[config.mk]
export PLATFORM = sky130hd
export DESIGN_NAME = pwm_ramp
export DESIGN_NICKNAME = d
export VERILOG_FILES = /design/src/rtl/pwm_ramp_pkg.sv /design/src/rtl/pwm_ramp_counter.sv /design/src/rtl/pwm_ramp.sv
export SDC_FILE = /design/constraint.sdc
export NUM_CORES = 1
export LEC_CHECK = 0
export ABC_AREA = 0
export BUFFER_PORTS_ARGS = -buffer_cell sky130_fd_sc_hd__buf_2
export CAP_MARGIN = 10
export CORE_MARGIN = 4
export CORE_UTILIZATION = 50
export DETAILED_ROUTE_END_ITERATION = 10
export HOLD_SLACK_MARGIN = 0.12
export PLACE_DENSITY_LB_ADDON = 0.1
export SYNTH_ARGS = -nofsm -noshare
export SYNTH_HDL_FRONTEND = slang
export SYNTH_SLANG_ARGS = --single-unit
export TNS_END_PERCENT = 30
[constraint.sdc]
create_clock -name clk_i -period 2.27 [get_ports clk_i]
set_input_delay 0.227 -clock clk_i [delete_from_list [all_inputs] [get_ports clk_i]]
set_output_delay 0.227 -clock clk_i [all_outputs]
set_load 0.02 [all_outputs]
[src/rtl/pwm_ramp_pkg.sv]
// Shared definitions for the PWM duty ramp generator: state and mode
// encodings and the default widths.
package pwm_ramp_pkg;

    localparam int unsigned BW_DEF    = 3;
    localparam int unsigned DIVBW_DEF = 8;

    typedef enum logic [1:0] {
        ST_IDLE = 2'd0,
        ST_UP   = 2'd1,
        ST_DOWN = 2'd2
    } ramp_state_e;

    typedef enum logic {
        MODE_TRI = 1'b0,
        MODE_SAW = 1'b1
    } ramp_mode_e;

endpackage : pwm_ramp_pkg

[src/rtl/pwm_ramp_counter.sv]
// Free-running up counter with synchronous clear, used as the ramp step
// prescaler.
module pwm_ramp_counter #(
    parameter int unsigned BW = 8
) (
    input  logic          clk_i,
    input  logic          nrst_i,
    input  logic          clr_i,
    output logic [BW-1:0] cnt_o
);

    logic [BW-1:0] cnt_q;

    // Count up every clock unless cleared.
    always_ff @(posedge clk_i or negedge nrst_i) begin
        if (!nrst_i) begin
            cnt_q <= '0;
        end else if (clr_i) begin
            cnt_q <= '0;
        end else begin
            cnt_q <= cnt_q + BW'(1);
        end
    end

    assign cnt_o = cnt_q;

endmodule : pwm_ramp_counter

[src/rtl/pwm_ramp.sv]
// Duty-cycle ramp generator feeding a PWM stage: sweeps onCnt_o in a
// triangle or sawtooth between 0 and a shadowed period, one step per
// prescaled tick. Period and mode changes are only taken at ramp wrap.
module pwm_ramp
    import pwm_ramp_pkg::*;
#(
    parameter int unsigned BW    = BW_DEF,
    parameter int unsigned DIVBW = DIVBW_DEF
) (
    input  logic             clk_i,
    input  logic             nrst_i,
    input  logic             enable_i,
    input  logic             mode_i,
    input  logic [BW-1:0]    periodCnt_i,
    input  logic [DIVBW-1:0] stepDiv_i,
    output logic [BW-1:0]    onCnt_o,
    output logic [BW-1:0]    periodCnt_o,
    output logic             dir_o,
    output logic             wrap_o
);

    ramp_state_e      state_q;
    ramp_mode_e       mode_q;
    logic [BW-1:0]    on_q;
    logic [BW-1:0]    shadow_q;
    logic             dir_q;
    logic             wrap_q;

    logic [DIVBW-1:0] presc;
    logic             tick;
    logic             presc_clr;

    pwm_ramp_counter #(
        .BW (DIVBW)
    ) u_presc (
        .clk_i  (clk_i),
        .nrst_i (nrst_i),
        .clr_i  (presc_clr),
        .cnt_o  (presc)
    );

    // Step tick and prescaler clear; >= tolerates stepDiv_i lowered mid-count.
    always_comb begin
        tick      = 1'b0;
        presc_clr = 1'b0;
        if (state_q != ST_IDLE) begin
            tick = (presc >= stepDiv_i);
        end
        if ((state_q == ST_IDLE) || !enable_i || tick) begin
            presc_clr = 1'b1;
        end
    end

    // Ramp state machine with registered duty, direction and wrap outputs.
    always_ff @(posedge clk_i or negedge nrst_i) begin
        if (!nrst_i) begin
            state_q  <= ST_IDLE;
            mode_q   <= MODE_TRI;
            on_q     <= '0;
            shadow_q <= '0;
            dir_q    <= 1'b0;
            wrap_q   <= 1'b0;
        end else begin
            wrap_q <= 1'b0;
            case (state_q)
                ST_IDLE: begin
                    on_q     <= '0;
                    dir_q    <= 1'b0;
                    shadow_q <= periodCnt_i;
                    mode_q   <= ramp_mode_e'(mode_i);
                    if (enable_i) begin
                        state_q <= ST_UP;
                    end
                end
                ST_UP: begin
                    if (!enable_i) begin
                        state_q <= ST_IDLE;
                        on_q    <= '0;
                        dir_q   <= 1'b0;
                    end else if (tick) begin
                        if (on_q < shadow_q) begin
                            on_q <= on_q + BW'(1);
                        end else if (mode_q == MODE_TRI) begin
                            state_q <= ST_DOWN;
                            dir_q   <= 1'b1;
                        end else begin
                            on_q     <= '0;
                            wrap_q   <= 1'b1;
                            shadow_q <= periodCnt_i;
                            mode_q   <= ramp_mode_e'(mode_i);
                        end
                    end
                end
                ST_DOWN: begin
                    if (!enable_i) begin
                        state_q <= ST_IDLE;
                        on_q    <= '0;
                        dir_q   <= 1'b0;
                    end else if (tick) begin
                        if (on_q != '0) begin
                            on_q <= on_q - BW'(1);
                        end else begin
                            state_q  <= ST_UP;
                            dir_q    <= 1'b0;
                            wrap_q   <= 1'b1;
                            shadow_q <= periodCnt_i;
                            mode_q   <= ramp_mode_e'(mode_i);
                        end
                    end
                end
                default: begin
                    state_q <= ST_IDLE;
                    on_q    <= '0;
                    dir_q   <= 1'b0;
                end
            endcase
        end
    end

    assign onCnt_o     = on_q;
    assign periodCnt_o = shadow_q;
    assign dir_o       = dir_q;
    assign wrap_o      = wrap_q;

endmodule : pwm_ramp

* After elaboration in Yosys (flattened, before gate mapping)
Cells that the tools add are included.
** Storage, ports and cells
- Register bits :: 19
- Input port bits :: 15
- Output and inout bits :: 8
- Logic and storage cells :: 93
** Cells by class
- $add $sub $neg :: 3
- Order comparisons :: 2
- Eq/ne operators :: 17
- Multiplexer cells :: 52
- Reduce and logical (&&, ||, !) cells :: 12
** Operators with widths (number)
- $mux 3 :: 14
- $mux 1 :: 23
- $ne 3x3->1 const B :: 6
- $mux 2 :: 8
- $ne 2x2->1 const B :: 8
- $pmux 3 s3 :: 1
- $add 8x1->8 const B :: 1
- $ge 8x8->1 :: 1
- $mux 8 :: 1
- $reduce_and 8->1 :: 1
- $reduce_and 7->1 :: 1
- $pmux 2 s3 :: 1
- $pmux 3 s2 :: 1
- $reduce_and 6->1 :: 1
- $reduce_bool 3->1 :: 2
- $reduce_and 5->1 :: 1
- $ne 4x4->1 const B :: 1
- $pmux 1 s2 :: 2
- $reduce_and 4->1 :: 1
- $add 3x1->3 const B :: 1
- $lt 3x3->1 :: 1
- $pmux 1 s3 :: 1
- $sub 3x1->3 const B :: 1
- $eq 2x1->1 const B :: 1
- 5 further kinds :: 6

* Depth between registers and ports, before layout
- Word-level depth :: 5
- Gate-level depth with buffers :: 8
- Mapped depth without buffers :: 8

* By module
From an unflattened synthesis, not the netlist that was laid out.
** Unflattened totals
- Cells, all modules :: 152
- Area, all modules :: 1423.9 µm²
** By module, submodules not included
- pwm_ramp :: times used 1, cells each 118, area an instance 1067.3 µm², seq. area each 275.3 µm²
- pwm_ramp_counter :: times used 1, cells each 34, area an instance 356.6 µm², seq. area each 200.2 µm²

* Least setup slack after synthesis
OpenSTA, ideal clock, no wires.
- Kind :: register to register
- Start point :: reg u_presc.cnt_q[4] (netlist: u_presc.cnt_o[4])
- End point :: reg shadow_q[0] (netlist: periodCnt_o[0])
- Library setup time :: 0.128 ns
- Data arrival time :: 2.060 ns
- Data required time :: 2.142 ns
- Slack :: 0.083 ns
- Stages on the path, launching flop included :: 8
- Buffers on the path :: 0
- Clock period less this slack :: 2.187 ns
- Cells stage by stage :: dfrtp_1 ha_1 a21o_1 a221o_1 a41oi_4 o22a_1 nand2b_2 mux2_1
** On the way
- Longest elaborated chain between the ends :: 4
- Elaborated cells between the ends (all ways) :: 5
- Those cells by class :: order compare (1); eq/ne (2); mux (1); reduce/logical (1)
** RTL lines
- start, declared :: line pwm_ramp_counter.sv:12 : logic [BW-1:0] cnt_q;
- start signal, assigned :: line pwm_ramp_counter.sv:21 : cnt_q <= cnt_q + BW'(1);
- $ge 8x8->1 * :: line pwm_ramp.sv:47 : tick = (presc >= stepDiv_i);
- $mux 1 * :: line pwm_ramp.sv:46 : if (state_q != ST_IDLE) begin
- $ne 2x2->1 (no line)
- $reduce_and 8->1 (no line) *
- end signal, assigned :: line pwm_ramp.sv:69 : shadow_q <= periodCnt_i;
- end signal, assigned :: line pwm_ramp.sv:89 : shadow_q <= periodCnt_i;
- end signal, assigned :: line pwm_ramp.sv:106 : shadow_q <= periodCnt_i;
- end, declared :: line pwm_ramp.sv:25 : logic [BW-1:0] shadow_q;
Mark *: on every way between the ends. The rest lies on a longest branch, timed or not.
A chain may end at the register's enable or synchronous reset.

* Final worst setup path
- Start point :: reg u_presc.cnt_q[5] (netlist: u_presc.cnt_o[5])
- End point :: reg shadow_q[2] (netlist: periodCnt_o[2])
The elaborated chain is that of the path after synthesis.

==> results.sh <==
export IMPL_die_area_mm2=0.00361
export IMPL_synth_main_ff_cell="dfrtp_1"
export IMPL_tightest_slew_ns=0.450
export IMPL_startpoint="u_presc.cnt_o[5]"
export IMPL_p_per_area_mw_per_mm2=862
export IMPL_finalCritPeriodShare_pct=97.4
export IMPL_vdd_drop_max_v=0.000601
export IMPL_ys_ff_latch=19
export IMPL_drv_slew=0
export IMPL_final_util_pct=67.1
export IMPL_yosysTopAreaCell="dfrtp_1"
export IMPL_skew_ns=0.00488
export IMPL_antenna_found_initial=0
export IMPL_grtUsageTotal_pct=18.2
export IMPL_synth_commonest_cells="19 x dfrtp_1, 18 x ha_1, 17 x inv_1, 13 x nand2_1, 11 x nor2_1"
export IMPL_cts_clk_slew_worst_paths_ns=0.12
export IMPL_num_antenna_cells=0
export IMPL_synth_avg_cell_area_um2=9.42
export IMPL_slowest_stage="dfrtp_1"
export IMPL_hold_viol_final=0
export IMPL_leakage_nw=0.893
export IMPL_required_ns=2.48
export IMPL_final_area_mm2=0.00169
export IMPL_syn_inst=144
export IMPL_clk_path_buf_depth=2
export IMPL_port_buffer_count=22
export IMPL_rows=18
export IMPL_initialDrtViolationCount=39
export IMPL_placed_cell_area_mm2=0.00155
export IMPL_synth_area_mm2=0.00136
export IMPL_cts_sinks=19
export IMPL_synth_edff_count=0
export IMPL_grt_pass1_vias=1140
export IMPL_grt_ovfl_total=0
export IMPL_worst_setup_path_start_kind="flop"
export IMPL_nNetsFinal=216
export IMPL_via_per_inst=5.52
export IMPL_synth_most_common_cell="dfrtp_1"
export IMPL_crit_buf_inv=0
export IMPL_insertion_delay_ns=0.31
export IMPL_hold_class="input port to flop"
export IMPL_wl_per_cell_um=14.2
export IMPL_path_max_fanout=4
export IMPL_grt_pass1_wl_um=4950
export IMPL_coreArea_mm2=0.00252
export IMPL_finalSetupViolations=0
export IMPL_cts_root_buf="clkbuf_4"
export IMPL_num_vias=1171
export IMPL_arrival_ns=2.42
export IMPL_status="finished clean"
export IMPL_ys_seq_area_share_pct=35.1
export IMPL_synth_area_top_cells="dfrtp_1 35%, ha_1 17%, inv_1 4.7%"
export IMPL_drc=0
export IMPL_cpPeakStageDelay_ns=0.42
export IMPL_cts_tree="yes"
export IMPL_hpwl_um=2140
export IMPL_initial_utilization_pct=53.8
export IMPL_cpLargestDelayFamily="compound AO/OA/AOI/OAI gates"
export IMPL_routed_wl_um=3000
export IMPL_h_tree_depth=1
export IMPL_ant_nets=0
export IMPL_fin_crit_ns=2.21
export IMPL_layout_drive_gt1_share_pct=25.8
export IMPL_die_h_um=60.1
export IMPL_fp_dieW_um=60.1
export IMPL_ys_types=32
export IMPL_postSynth_asyncResetShare_pct=100
export IMPL_nFillCells=209
export IMPL_worstSetupPathType="flop to flop"
export IMPL_cp_end_kind="flop"
export IMPL_synth_fp_nets=177
export IMPL_dr_pass1_iters=4
export IMPL_ys_warn_count=0
export IMPL_drv_cap=0
export IMPL_cts_made_buffers=3
export IMPL_max_slew_margin_pct=70.0
export IMPL_routabilityCongestion=0.802
export IMPL_ioPinCount=23
export IMPL_fmax_ghz=0.453
export IMPL_grt_max_degree=20
export IMPL_area_growth_pct=24.7
export IMPL_path_cells="ha_1 -> and3_4 -> a221o_1 -> a41oi_4 -> o22a_1 -> nand2b_4 -> mux2_1"
export IMPL_netlist_area_leader_share_pct=35.1
export IMPL_r2r_start="u_presc.cnt_o[5]"
export IMPL_min_from="mode_i"
## stage by stage
step / setup TNS, ns / power (mW) / std cells / setup slack (ns) / hold WS [ns]
6_report: 0 / 1.46 / 212 / 0.0601 / 0.244
2_1_floorplan: 0 / 1.01 / 144 / 0.0827 / -0.0686
3_3_place_gp: 0 / 1.20 / 200 / 0.0792 / 0.199
5_1_grt: -0.112 / 1.59 / 212 / -0.0517 / 0.255
4_1_cts: 0 / 1.41 / 208 / 0.000552 / 0.240
3_5_place_dp: 0 / 1.22 / 200 / 0.0217 / 0.208
## timing repair
item                       4_1_cts  5_1_grt
resized for setup                0        9
buffers inserted                 0        4
setup endpoints to repair        0        8
hold endpoints to repair        22        0
hold buffers                     4        0
## final cells by class
type                    instances  area [um^2]  share of cell area, %
inverters                      17         63.8                   3.77
flip-flops and latches         19          475                   28.1
repair buffers                 37          233                   13.8
clock buffers                   3         22.5                   1.33
well taps                      30         37.5                   2.22
clock inverters                 1         5.00                  0.296
multi-input cells             105          855                   50.5
## worst register-to-register path, cell delays in order (launching register included)
cell	delay, ns
dfrtp_1	0.42
ha_1	0.28
and3_4	0.18
a221o_1	0.32
a41oi_4	0.23
o22a_1	0.19
nand2b_4	0.16
mux2_1	0.31
## final timing paths
| kind | to | slack [ns] | depth (start not counted) |
|---|---|---|---|
| max | periodCnt_o[2] | 0.06 | 7 |
| min | mode_q | 0.24 | 4 |
| max reg2reg | periodCnt_o[2] | 0.06 | 7 |
| min reg2reg | dir_o | 0.53 | 2 |
| max in group asynchronous | onCnt_o[1] | 1.59 | 2 |
| min in group asynchronous | u_presc.cnt_o[3] | 0.37 | 2 |
## cells in the final DEF (no fill, tap or decap), drive strengths merged, types with 3 or more instances in the layout
master,Yosys,final
a21o,3,3
nand3,9,9
nor2,11,11
nand2b,4,4
nand2,13,13
and3,5,5
dlygate4sd3,0,4
buf,0,33
clkbuf,3,3
o21ai,5,5
inv,17,17
xor2,5,5
dfrtp,19,19
ha,18,18
mux2,3,3
mux2i,5,5
nor2b,3,3
o21a,3,3
## kinds of logic after synthesis
family                     synth area share [%]
buffers and inverters                      5.53
DFF                                        35.1
adders and majority gates                  16.6
muxes                                      6.18
xor gates and xnor gates                   3.87
and+or+nand+nor                            16.3
AOI/OAI and AO/OA                          16.4
## routing by layer
layer | share of wire [%] | global-route usage (%) | wire (um) | vias to the layer above
li1 | - | - | - | 575
met1 | 47 | 24.7 | 1410 | 567
met2 | 48 | 28.9 | 1430 | 24
met3 | 3.9 | 2.81 | 118 | 5
met4 | 1.5 | 6.65 | 45 | 0
met5 | 0 | 0 | 0 | -
## power breakdown
part	switching (mW)	internal (mW)	leakage [nW]	total, mW
clock	0.119	0.0659	0.0177	0.185
sequential	0.0657	0.413	0.252	0.479
combinational	0.447	0.348	0.624	0.794
total	0.631	0.827	0.893	1.46
## state kept, by name, indices dropped and copies added, names as in the netlist
register	count
mode_q	1
u_presc.cnt_o	8
onCnt_o	3
periodCnt_o	3
wrap_o	1
state_q	2
dir_o	1
Power figures use the tool's default switching activity.
